`config.mk`:
```
export PLATFORM = sky130hd
export DESIGN_NAME = riscv_lsu
export DESIGN_NICKNAME = d
export VERILOG_FILES = /design/src/rtl/riscv_lsu.sv
export SDC_FILE = /design/constraint.sdc
export NUM_CORES = 1
export LEC_CHECK = 0
export BUFFER_PORTS_ARGS = -buffer_cell sky130_fd_sc_hd__buf_4
export CORE_MARGIN = 3
export CORE_UTILIZATION = 35
export DETAILED_ROUTE_END_ITERATION = 16
export PLACE_DENSITY = 0.67
export SYNTH_ARGS = -nofsm -noshare
export SYNTH_HDL_FRONTEND = slang
export SYNTH_SLANG_ARGS = --single-unit
```
`constraint.sdc`:
```
create_clock -name clk_i -period 1.9 [get_ports clk_i]
set_clock_uncertainty 0.15 [all_clocks]
set_input_delay 0.38 -clock clk_i [delete_from_list [all_inputs] [get_ports clk_i]]
set_output_delay 0.38 -clock clk_i [all_outputs]
set_load 0.01 [all_outputs]
```
`src/rtl/riscv_lsu.sv`:
```
// Load/store unit: aligns core accesses onto a 32-bit data memory port,
// formats load data, and stalls the core for the duration of each access.
module riscv_lsu (
  input  logic        clk_i,
  input  logic        arstn_i,
  input  logic        core_req_i,
  input  logic        core_we_i,
  input  logic [2:0]  core_size_i,
  input  logic [31:0] core_addr_i,
  input  logic [31:0] core_wd_i,
  output logic [31:0] core_rd_o,
  output logic        core_stall_o,
  output logic        core_err_o,
  output logic        mem_req_o,
  output logic        mem_we_o,
  output logic [3:0]  mem_be_o,
  output logic [31:0] mem_addr_o,
  output logic [31:0] mem_wd_o,
  input  logic [31:0] mem_rd_i,
  input  logic        mem_ready_i
);

  localparam logic [2:0] LDST_B  = 3'd0;
  localparam logic [2:0] LDST_H  = 3'd1;
  localparam logic [2:0] LDST_W  = 3'd2;
  localparam logic [2:0] LDST_BU = 3'd4;
  localparam logic [2:0] LDST_HU = 3'd5;

  typedef enum logic [1:0] {IDLE, BUSY, DONE} state_e;

  state_e      state_q, state_d;
  logic        we_q, we_d;
  logic [2:0]  size_q, size_d;
  logic [31:0] addr_q, addr_d;
  logic [3:0]  be_q, be_d;
  logic [31:0] wd_q, wd_d;
  logic [31:0] rd_q, rd_d;

  logic        legal_c, aligned_c;
  logic [3:0]  be_c;
  logic [31:0] wd_fmt_c, rd_fmt_c;
  logic [7:0]  byte_c;
  logic [15:0] half_c;

  // Request decode: legality, alignment, lane enables and replicated store data.
  always_comb begin
    legal_c   = 1'b0;
    aligned_c = 1'b1;
    case (core_size_i)
      LDST_B:  legal_c = 1'b1;
      LDST_BU: legal_c = ~core_we_i;
      LDST_H: begin
        legal_c   = 1'b1;
        aligned_c = ~core_addr_i[0];
      end
      LDST_HU: begin
        legal_c   = ~core_we_i;
        aligned_c = ~core_addr_i[0];
      end
      LDST_W: begin
        legal_c   = 1'b1;
        aligned_c = (core_addr_i[1:0] == 2'b00);
      end
      default: legal_c = 1'b0;
    endcase

    case (core_size_i[1:0])
      2'd0: begin
        be_c     = 4'b0001 << core_addr_i[1:0];
        wd_fmt_c = {4{core_wd_i[7:0]}};
      end
      2'd1: begin
        be_c     = core_addr_i[1] ? 4'b1100 : 4'b0011;
        wd_fmt_c = {2{core_wd_i[15:0]}};
      end
      default: begin
        be_c     = 4'b1111;
        wd_fmt_c = core_wd_i;
      end
    endcase
  end

  // Load formatting from the latched size and byte offset.
  always_comb begin
    byte_c = mem_rd_i[{addr_q[1:0], 3'b000} +: 8];
    half_c = addr_q[1] ? mem_rd_i[31:16] : mem_rd_i[15:0];
    case (size_q)
      LDST_B:  rd_fmt_c = {{24{byte_c[7]}}, byte_c};
      LDST_BU: rd_fmt_c = {24'h000000, byte_c};
      LDST_H:  rd_fmt_c = {{16{half_c[15]}}, half_c};
      LDST_HU: rd_fmt_c = {16'h0000, half_c};
      default: rd_fmt_c = mem_rd_i;
    endcase
  end

  // Next-state and handshake outputs; IDLE outputs are gated by reset
  // because they depend directly on core inputs.
  always_comb begin
    state_d      = state_q;
    we_d         = we_q;
    size_d       = size_q;
    addr_d       = addr_q;
    be_d         = be_q;
    wd_d         = wd_q;
    rd_d         = rd_q;
    core_stall_o = 1'b0;
    core_err_o   = 1'b0;
    mem_req_o    = 1'b0;
    mem_be_o     = 4'b0000;
    case (state_q)
      IDLE: begin
        if (core_req_i) begin
          if (legal_c && aligned_c) begin
            core_stall_o = arstn_i;
            we_d         = core_we_i;
            size_d       = core_size_i;
            addr_d       = core_addr_i;
            be_d         = be_c;
            wd_d         = wd_fmt_c;
            state_d      = BUSY;
          end else begin
            core_err_o = arstn_i;
          end
        end
      end
      BUSY: begin
        core_stall_o = 1'b1;
        mem_req_o    = 1'b1;
        mem_be_o     = be_q;
        if (mem_ready_i) begin
          state_d = DONE;
          if (!we_q) rd_d = rd_fmt_c;
        end
      end
      DONE:    state_d = IDLE;
      default: state_d = IDLE;
    endcase
  end

  always_ff @(posedge clk_i or negedge arstn_i) begin
    if (!arstn_i) begin
      state_q <= IDLE;
      we_q    <= 1'b0;
      size_q  <= 3'd0;
      addr_q  <= 32'h0;
      be_q    <= 4'h0;
      wd_q    <= 32'h0;
      rd_q    <= 32'h0;
    end else begin
      state_q <= state_d;
      we_q    <= we_d;
      size_q  <= size_d;
      addr_q  <= addr_d;
      be_q    <= be_d;
      wd_q    <= wd_d;
      rd_q    <= rd_d;
    end
  end

  assign core_rd_o  = rd_q;
  assign mem_we_o   = we_q;
  assign mem_addr_o = {addr_q[31:2], 2'b00};
  assign mem_wd_o   = wd_q;

endmodule

```
# Yosys cells after proc, flatten, opt, wreduce, memory -nomap -nowiden
# Index checks and enable logic that the tools add are counted.
# op_classes
bitwise	3
shifts	2
magnitude_cmp	0
eq_ne	12
n_mux	19
div_mod_pow	0
n_mul	0
addsub	0
reduce_logical	12
# ops
operator	n
one-hot mux 32 bit (4 select lines)	1
one-hot mux 32 bit (2 select lines)	1
variable part select 32 x 6 -> 8 bit	1
2-to-1 mux 16 bit	1
== test 3 bit (second input constant)	4
AND reduction 3 bit	3
2-to-1 mux 4 bit	2
one-hot mux 4 bit (2 select lines)	1
== test 3 x 1 -> 1 bit (second input constant)	2
zero test 2 bit	3
zero test 3 bit	2
2-to-1 mux 1 bit	6
2-to-1 mux 2 bit	3
!= test 2 bit (second input constant)	3
one-hot mux 1 bit (2 select lines)	3
== test 2 x 1 -> 1 bit (second input constant)	2
one-hot mux 2 bit (2 select lines)	1
OR reduction 2 bit	2
left shift 1 x 2 -> 4 bit (first input constant)	1
== test 3 x 2 -> 1 bit (second input constant)	1
NOT 1 bit	3
OR reduction 3 bit	1
logical AND 1 bit	1
# word_totals
ram_bits	0
memories	0
latchBits	0
register_bits	106
rom_bits	0
inputBits	104

# Depth between registers and ports, before layout
# Gate-level depths: netlist of run 1.
# logic_depth
word_depth	7
depth_mapped	6
depth_no_buf	5

# Least setup slack after synthesis of run 1
# Ideal clock, no wire load.
# synth_timing
path_kind	input port to flip-flop
start	input core_size_i[0]
end	register addr_q[10]
setup_ps	125
cell_stages	5
arrival_ps	1457
slack_ps	168
path_cell_list	nor4_2 > o21ai_1 > buf_2 > buf_6 > mux2_4
# synth_between
elab_chain_len	5
# synth_rtl
element	line	source
from (decl)	8	input logic [2:0] core_size_i,
== test 3 x 2 -> 1 bit, or another cell as far along	49	case (core_size_i)
OR reduction 3 bit (no line) or OR reduction 2 bit (tied branches)	-	
one-hot mux 1 bit (2 select lines)	49	
logical AND 1 bit (*)	113	if (legal_c && aligned_c) begin
AND reduction 3 bit (no line) (*)	-	
to (signal assigned)	153	addr_q <= addr_d;
to (decl)	34	logic [31:0] addr_q, addr_d;
# Every way passes the cells marked *; elsewhere a longest branch is shown, timed or not.
# A chain may end at the register's enable or synchronous reset.

# Worst setup path after layout of run 1
# layout_timing
start	register state_q[1]
end	output mem_be_o[0]
# layout_between
elab_chain_len	2
# layout_rtl
element	line	source
from (decl)	31	state_e state_q, state_d;
from (signal assigned)	150	state_q <= state_d;
== test 2 x 1 -> 1 bit	110	case (state_q)
2-to-1 mux 4 bit	110	
to (decl)	16	output logic [3:0] mem_be_o,
# No other way between the ends.

==> metrics.md, run 1 <==
| Metric | Value |
|---|---|
| TritonCTS buffer count | 9 |
| Area grow syn2layout | 37.7% |
| Crit path max fanout | 6 |
| Top cells by area, synth | dfrtp_1 (50%), mux2_4 (11%), mux2i_1 (5.5%), buf_4 (4.8%), nand2_1 (4.3%) |
| Cts hold-fix bufs | 0 |
| Most used DFF post-synth | dfrtp_1 |
| First-pass GRT wire length | 21800 µm |
| RSZ-0062 raised after global routing | true |
| CTS tree | built |
| Starting density of the core | 0.360 |
| Clock power share | 0.207 |
| Drt total wl | 14200 µm |
| FP Rows | 44 |
| Worst Max-Slew Pin Slew | 0.583 ns |
| Final std cells w/o fill | 853 |
| Sequential area share after synthesis | 0.503 |
| Overflow after GRT | 0 |
| Final-report hold violation count | 0 |
| Synthesized area per cell | 10.9 µm² |
| Post-synth cell types | 36 |
| Outcome | finished, violations left |
| PwrDens | 1260 nW/µm² |
| CTS root buf | clkbuf_16 |
| Final setup fails | 0 |
| Critical Path RT | 1.37 ns |
| Placed Cells incl. Taps | 835 |
| Crit path time final | 1.90 ns |
| Clk sinks | 106 |
| HPWL after DPL | 10500 µm |
| CTS HTree Levels | 3 |
| Total iterations of the first detailed-routing run | 4 |
| Top-count cell post-synth | dfrtp_1 |
| CP endpoint kind | output pin |
| Failing checks | setup timing |
| Total core area | 14600 µm² |
| Clk_lat worst skew | 0.35 ns |
| HP Class | input pin to asynchronous set/reset pin |
| Vias in the first global route | 4204 |
| Leakage | 3.60 nW |
| Starting DRT DRC Count | 246 |
| Yosys warnings | 0 |
| Initial antenna violation count | 0 |
| Setup Crit Path Kind | flip-flop to output pin |
| Residual DRC | 0 |
| EDFF count, synth | 0 |
| Synth area leader | dfrtp_1 |
| Die area | 16600 µm² |
| Worst EP arrival | 1.37 ns |
| Synth cell count leaders | dfrtp_1 (106), nand2_1 (60), mux2_4 (40) |
| Sw Share | 0.329 |
| Largest net degree at the start of global routing | 107 |
| Via density per instance | 4.92 |
| Synth Cell Area | 5280 µm² |
| Period Utilization, post-route | 1.00 |
| Setup ws final | -0.000000555 ns |
| Port buffer count | 205 |
| Internal power | 6.16 mW |
| Number of synthesized register bits | 106 |
| Slew HR | 0.611 |
| Comb pwr share | 0.398 |
| Layout fillers | 1325 |
| Area share of the largest cell type after synthesis | 0.503 |
| Nets | 768 |
| Final Wtd Congestion | 0.837 |
| CTS clk-pin slew, worst paths | 0.07 ns |
| VDD IR max | 0.000611 V |
| Ports | 208 |
| Asr flop ratio synth | 1.00 |
| Fmax | 526 MHz |
| Placement Setup Slack | -0.0406 ns |
| Maxcap violations | 0 |
| Max Slew Vio Count | 0 |
| Final Power | 9.18 mW |
| Antenna-violating nets left | 0 |
| Startpoint types | flip-flop |
| Share of post-route cells with drive strength above 1 | 0.462 |
| Gr usage total | 0.166 |
| Post-synthesis cell count | 483 |
| Avg WL per Cell | 16.6 µm |
| Sequential fraction of design power | 0.395 |
| Die span in x | 129 µm |
| Ant. Diodes | 0 |
| Via count | 4198 |
| P_sw | 3.02 mW |
| Max clock buf depth | 2 |
| Die Span Y | 129 µm |
## repair_timing
item	4_1_cts	5_1_grt
buffers inserted	2	0
hold endpoints to repair	0	0
gates resized for setup	2	4
setup endpoints to repair	4	29
gates cloned	0	0
## state kept, by name, indices dropped and copies added (netlist names)
register and flops:
addr_q 32, size_q 3, mem_wd_o 32, state_q 2, mem_we_o 1, be_q 4, core_rd_o 32
## cell usage in the layout, fill, tap and decap left out, drive strengths merged
| cell | netlist | layout |
|---|---|---|
| bufinv | 0 | 1 |
| o31ai | 1 | 1 |
| mux2 | 52 | 52 |
| nand2b | 7 | 7 |
| clkinvlp | 0 | 1 |
| o21ba | 2 | 2 |
| a211oi | 9 | 9 |
| or2 | 1 | 1 |
| o21ai | 43 | 43 |
| nor2b | 5 | 5 |
| nand2 | 60 | 60 |
| dfrtp | 106 | 106 |
| clkbuf | 10 | 9 |
| nor4 | 2 | 2 |
| mux2i | 29 | 29 |
| or3 | 3 | 3 |
| and2 | 5 | 5 |
| a31oi | 1 | 1 |
| nor3b | 10 | 10 |
| inv | 6 | 9 |
| a21oi | 34 | 34 |
| nor2 | 37 | 37 |
| clkinv | 0 | 2 |
| buf | 50 | 229 |
| o22a | 2 | 2 |
| conb | 1 | 2 |
| nand3b | 2 | 2 |
| mux4 | 1 | 1 |
| nand3 | 2 | 2 |
| a221oi | 1 | 1 |
| o31a | 1 | 1 |
## stage by stage
| stage | TNS (ns) | cell area (µm²) | hold slack (ns) | utilization |
|---|---|---|---|---|
| after floorplan | 0 | 5280 | -0.0656 | - |
| after global placement | 0 | 6920 | 0.306 | 0.473 |
| after detailed placement | -0.517 | 6920 | 0.323 | 0.473 |
| after CTS | 0 | 7240 | 0.0290 | 0.494 |
| after global routing | -0.291 | 7260 | 0.0404 | 0.496 |
| final | 0 | 7260 | 0.00430 | 0.496 |
## routing by layer
layer	GRT usage	vias up	routed length, µm
li1	-	1974	-
met1	0.218	2063	6120
met2	0.267	144	6910
met3	0.0444	17	923
met4	0.0513	0	231
met5	0	-	0
## area by class of cell
class | instances | area, µm² | share of cell area
Sequential cell | 106 | 2650 | 0.365
Multi-Input combinational cell | 312 | 2250 | 0.310
Timing Repair Buffer | 229 | 1810 | 0.249
Tap cell | 184 | 230 | 0.0317
Clock buffer | 9 | 225 | 0.0310
Clock inverter | 7 | 73.8 | 0.0102
Inverter | 6 | 25.0 | 0.00345
## logic make-up after synthesis
group / share of synthesized area
flip-flops: 0.503
multiplexers: 0.199
AND/OR/NAND/NOR: 0.117
AO/OA/AOI/OAI: 0.101
buffers and inverters: 0.0794
other: 0.000711
## power by group through the flow
stage | registers [mW] | logic (mW) | clock network, mW
4_1_cts | 3.63 | 3.68 | 1.96
6_report | 3.62 | 3.65 | 1.90
2_1_floorplan | 3.78 | 1.84 | 0
5_1_grt | 3.73 | 3.96 | 2.06
3_5_place_dp | 3.66 | 3.67 | 0
3_3_place_gp | 3.63 | 3.59 | 0
## critical path, stage by stage, from the launching register on
cell      delay, ns
dfrtp_1        0.39
nand2b_2       0.25
inv_4          0.11
and2_1         0.16
buf_4          0.13
## path summary, 6_finish.rpt
check                                startpoint             to   slack, ns  cells after the start
worst min-delay path                    arstn_i  core_rd_o[28]       0.004                      2
max in group asynchronous               arstn_i      addr_q[1]        1.14                      2
worst max-delay path                 state_q[1]    mem_be_o[0]  -0.0000006                      4
min in group clk_i              core_addr_i[24]     addr_q[24]        0.11                      2
worst min register to register     core_rd_o[3]   core_rd_o[3]        0.34                      2
worst max register to register        addr_q[1]  core_rd_o[28]        0.09                      6
(Power assumes the default switching activity.)
==> inputs of run 2 (changes only) <==
- CORE_UTILIZATION: 35 -> 49
- PLACE_DENSITY: 0.67 -> 0.86
==> run 2 against run 1 <==
Net effect: the run ends with hold timing left; critical path depth is the same; setup slack gained 0.060 ns; total power shrank 4.1%; clock power shrank 19%; utilization grew 19 points; final cell count shrank 5.5%; register-to-register slack is essentially flat; combinational power is essentially flat; design area shrank 2.0%; clock-buffer cell count grew 2; critical path type unchanged.
==> metrics.md, run 2 (synthesis gave the netlist of run 1 again) <==
| Metric | Value |
|---|---|
| Final setup fails | 0 |
| Max Slew Vio Count | 0 |
| Slew HR | 0.619 |
| Area grow syn2layout | 34.9% |
| Crit path time final | 1.84 ns |
| Worst reg2reg path endpoint | core_rd_o[19] |
| Ports | 208 |
| CTS clk-pin slew, worst paths | 0.10 ns |
| HP Class | input pin to asynchronous set/reset pin |
| Die area | 12000 µm² |
| Critical Path RT | 1.37 ns |
| Most frequent cells in the layout | buf_4 (225), dfrtp_1 (106), nand2_1 (60), mux2_4 (40), nor2_1 (37) |
| Max clock buf depth | 2 |
| Worst EP arrival | 1.31 ns |
| Fin util | 0.683 |
| Clk_lat worst skew | 0.36 ns |
| First-pass GRT wire length | 21300 µm |
| Initial antenna violation count | 0 |
| Failing checks | hold timing |
| Starting density of the core | 0.507 |
| Leakage | 3.56 nW |
| Gr usage total | 0.228 |
| Nets | 769 |
| Via count | 4246 |
| Total core area | 10400 µm² |
| Residual DRC | 0 |
| Final Power | 8.80 mW |
| Via density per instance | 5.27 |
| PwrDens | 1240 nW/µm² |
| Crit path from | state_q[1] |
| Most common cell after layout, fill and taps aside | buf_4 |
| Hold_ws | -0.0213 ns |
| Die Span Y | 110 µm |
| Post-Route Setup TNS | 0 ns |
| Worst Max-Slew Pin Slew | 0.571 ns |
| CTS HTree Levels | 3 |
| Area of the multi-input gates | 2260 µm² |
| Register Area | 2650 µm² |
| HPWL after DPL | 10200 µm |
| CTS root buf | clkbuf_8 |
| VDD IR max | 0.000614 V |
| Crit path max fanout | 7 |
| Post-DP Area | 6850 µm² |
| Outcome | finished, violations left |
| Final Cell Area | 7120 µm² |
| Avg WL per Cell | 17.1 µm |
| Die span in x | 110 µm |
| Final Wtd Congestion | 0.843 |
| Clk sinks | 106 |
| R2R depth | 6 |
| Overflow after GRT | 0 |
| Maxcap violations | 0 |
| Starting DRT DRC Count | 338 |
| Share of post-route cells with drive strength above 1 | 0.466 |
| CP endpoint kind | output pin |
| Port buffer count | 205 |
| Vias in the first global route | 4227 |
| CTS tree | built |
| R2r startpoint | addr_q[1] |
| Period Utilization, post-route | 0.968 |
| Startpoint types | flip-flop |
| Setup Crit Path Kind | flip-flop to output pin |
| Drt total wl | 13800 µm |
| Layout fillers | 771 |
| Fmax | 544 MHz |
| Largest net degree at the start of global routing | 107 |
| FP Rows | 37 |
| TritonCTS buffer count | 9 |
| RSZ-0062 raised after global routing | true |
| Total iterations of the first detailed-routing run | 4 |
| Antenna-violating nets left | 0 |
| Flop2flop setup slack | 0.09 ns |
| Ant. Diodes | 0 |
| Critical Path End | mem_be_o[1] |
| Final-report hold violation count | 33 |
==> run 2: cell types whose count changed in the layout (fill, tap and decap cells not counted), sizes merged <==
| cell | change |
|---|---|
| buf | +1 |
| bufinv | +1 |
| clkbuf | +2 |
| inv | -3 |
==> run 2: timing repair <==
item / in CTS / in global routing
hold buffers: 0 / 0
gates resized for setup: 4 / 7
buffers inserted: 2 / 0
endpoints found under the setup margin: 5 / 5
==> run 2: area by class of cell <==
cell class,count,area share
clock buffer,11,0.0199
clock inverter,5,0.0109
inverter,6,0.00387
multi-input combinational,312,0.317
sequential,106,0.373
tap,136,0.0239
timing repair buffer,230,0.251
==> run 2: how the worst min path moves through the flow <==
stage	startpoint	to	slack, ns
global placement	be_q[1]	be_q[1]	0.31
detailed placement	be_q[1]	be_q[1]	0.32
finish	arstn_i	addr_q[12]	-0.02
floorplan	arstn_i	addr_q[0]	-0.07
CTS	arstn_i	addr_q[11]	0.01
global route	arstn_i	addr_q[3]	0.03
==> run 2: through the flow <==
step	std cells	setup slack, ns
after CTS	806	0.00530
after detailed placement	788	-0.0660
final	806	0.0603
after floorplan	484	0.168
after global routing	806	-0.0127
after global placement	788	0.0141
==> run 2: per-layer routing <==
layer / GRT usage / wire length (µm)
met5: 0 / 0
met4: 0.0864 / 193
met3: 0.0482 / 1220
met2: 0.368 / 6670
met1: 0.301 / 5710
==> run 2: report_power, final <==
part | leakage [nW] | internal [mW] | total [mW] | switching, mW
Clock | 0.109 | 0.775 | 1.53 | 0.754
Sequential | 1.26 | 3.07 | 3.63 | 0.558
Combinational | 2.19 | 2.04 | 3.64 | 1.60
==> run 2: worst max-delay path: stages (launching register included) <==
cell	delay [ns]
dfrtp_1	0.41
nand2b_4	0.19
inv_6	0.09
and2_4	0.15
buf_4	0.11
==> inputs of run 3 (changes only) <==
- clock period: 1.9 -> 2 ns (I/O delays scaled with it)
==> run 3 against run 2 <==
Net effect: the run still ends with hold timing left; wire length increased by 1.7%; clock-buffer cell count increased by 1; register-to-register slack improved by 0.07 ns; non-clock buffer count did not move; final cell count decreased by 0.12%; combinational power down 5.8%; critical endpoint is now core_stall_o; largest cell class unchanged.
==> metrics.md, run 3 (synthesis gave the netlist of run 1 again) <==
| Metric | Value |
|---|---|
| Failing checks | hold timing |
| CTS clk-pin slew, worst paths | 0.09 ns |
| PwrDens | 1150 nW/µm² |
| Nets | 769 |
| Slew HR | 0.611 |
| Outcome | finished, violations left |
| CP cell instances | buf_4 > a221oi_2 > nor2_1 > o21ai_0 > buf_4 |
| Residual DRC | 0 |
| Clk sinks | 106 |
| Share of post-route cells with drive strength above 1 | 0.459 |
| TritonCTS buffer count | 9 |
| Period Utilization, post-route | 0.962 |
| FP Rows | 37 |
| Grt met3 use | 0.0546 |
| Die Span Y | 110 µm |
| CP max stage cell | a221oi_2 |
| Maxcap violations | 0 |
| Most Frequent Cell on Critical Path | buf_4 |
| Die span in x | 110 µm |
| HPWL after DPL | 10600 µm |
| Fmax | 520 MHz |
| Cts hold-fix bufs | 0 |
| GR Util met1 | 0.292 |
| Final setup fails | 0 |
| Worst path top cell family by delay | compound AO/OA/AOI/OAI gates |
| Starting density of the core | 0.507 |
| Vias in the first global route | 4329 |
| Flop2flop setup slack | 0.16 ns |
| Starting DRT DRC Count | 302 |
| Buffers plus inverters on the worst setup path | 2 |
| Initial antenna violation count | 0 |
| Max clock buf depth | 2 |
| CTS root buf | clkbuf_8 |
| Max Slew Vio Count | 0 |
| Overflow after GRT | 0 |
| CTS HTree Levels | 3 |
| Largest net degree at the start of global routing | 107 |
| Port buffer count | 205 |
| CTS tree | built |
| Crit path time final | 1.92 ns |
| Most frequent cells in the layout | buf_4 (227), dfrtp_1 (106), nand2_1 (60), mux2_4 (40), nor2_1 (37) |
| Leakage | 3.53 nW |
| VDD IR max | 0.000586 V |
| HP Class | input pin to asynchronous set/reset pin |
| Die area | 12000 µm² |
| Worst EP arrival | 1.37 ns |
| First-pass GRT wire length | 21400 µm |
| Gr busiest metal | met2 |
| Clk_lat worst skew | 0.35 ns |
| Antenna-violating nets left | 0 |
| Final Wtd Congestion | 0.812 |
| Via count | 4338 |
| Critical Path RT | 1.45 ns |
| Met2 Use GR | 0.375 |
| Startpoint types | input pin |
| Worst Max-Slew Pin Slew | 0.583 ns |
| Area grow syn2layout | 33.0% |
| CP endpoint kind | output pin |
| Ports | 208 |
| Drt total wl | 14000 µm |
| Setup Crit Path Kind | input pin to output pin |
| Gr usage total | 0.228 |
| Crit path max fanout | 5 |
| Hold_ws | -0.00432 ns |
| Total core area | 10400 µm² |
| RSZ-0062 raised after global routing | true |
| Avg WL per Cell | 17.4 µm |
| Total iterations of the first detailed-routing run | 5 |
| Most common cell after layout, fill and taps aside | buf_4 |
| Max stage delay on crit path | 0.42 ns |
| Fin util | 0.674 |
| Final-report hold violation count | 1 |
| Via density per instance | 5.39 |
| Ant. Diodes | 0 |
[run 3: cell type report]
type,instances,area (µm²)
clock buffer,12,155
clock inverter,3,15.0
fill,769,3400
inverter,6,25.0
multi-input combinational,312,2230
sequential,106,2650
tap,136,170
timing repair buffer,230,1760
[run 3: path summary, 6_finish.rpt]
path / depth (start not counted) / endpoint / from
setup / recovery: 5 / core_stall_o / core_addr_i[0]
hold / removal: 2 / addr_q[19] / arstn_i
setup reg to reg: 4 / core_rd_o[9] / addr_q[1]
hold reg to reg: 2 / core_rd_o[6] / core_rd_o[6]
max in group asynchronous: 2 / core_rd_o[24] / arstn_i
min in group clk_i: 2 / state_q[0] / mem_ready_i
[run 3: metal layers]
layer  part of all wire  wire length (µm)
met5                  0                 0
met4              0.019               263
met3              0.085              1200
met2               0.49              6930
met1               0.40              5650
[run 3: what timing repair did]
item | CTS | global route
endpoints found under the setup margin | 4 | 6
gates resized for setup | 1 | 3
endpoints found under the hold margin | 0 | 0
setup buffers | 0 | 0
[run 3: metrics by stage]
stage	setup slack, ns	power, mW	TNS [ns]	instances	instance area [µm²]
6_report	0.0767	8.10	0	805	7020
4_1_cts	0.00559	8.15	0	805	7010
5_1_grt	-0.00577	8.62	-0.00864	805	7020
3_5_place_dp	-0.0180	6.96	-0.0180	790	6840
2_1_floorplan	0.248	5.34	0	484	5280
3_3_place_gp	0.0700	6.79	0	790	6840
[run 3: where the power goes]
part / switching (mW) / leakage [nW] / internal [mW]
Combinational: 1.52 / 2.17 / 1.91
Clock: 0.683 / 0.0920 / 0.510
Sequential: 0.548 / 1.26 / 2.92
Total: 2.75 / 3.53 / 5.35
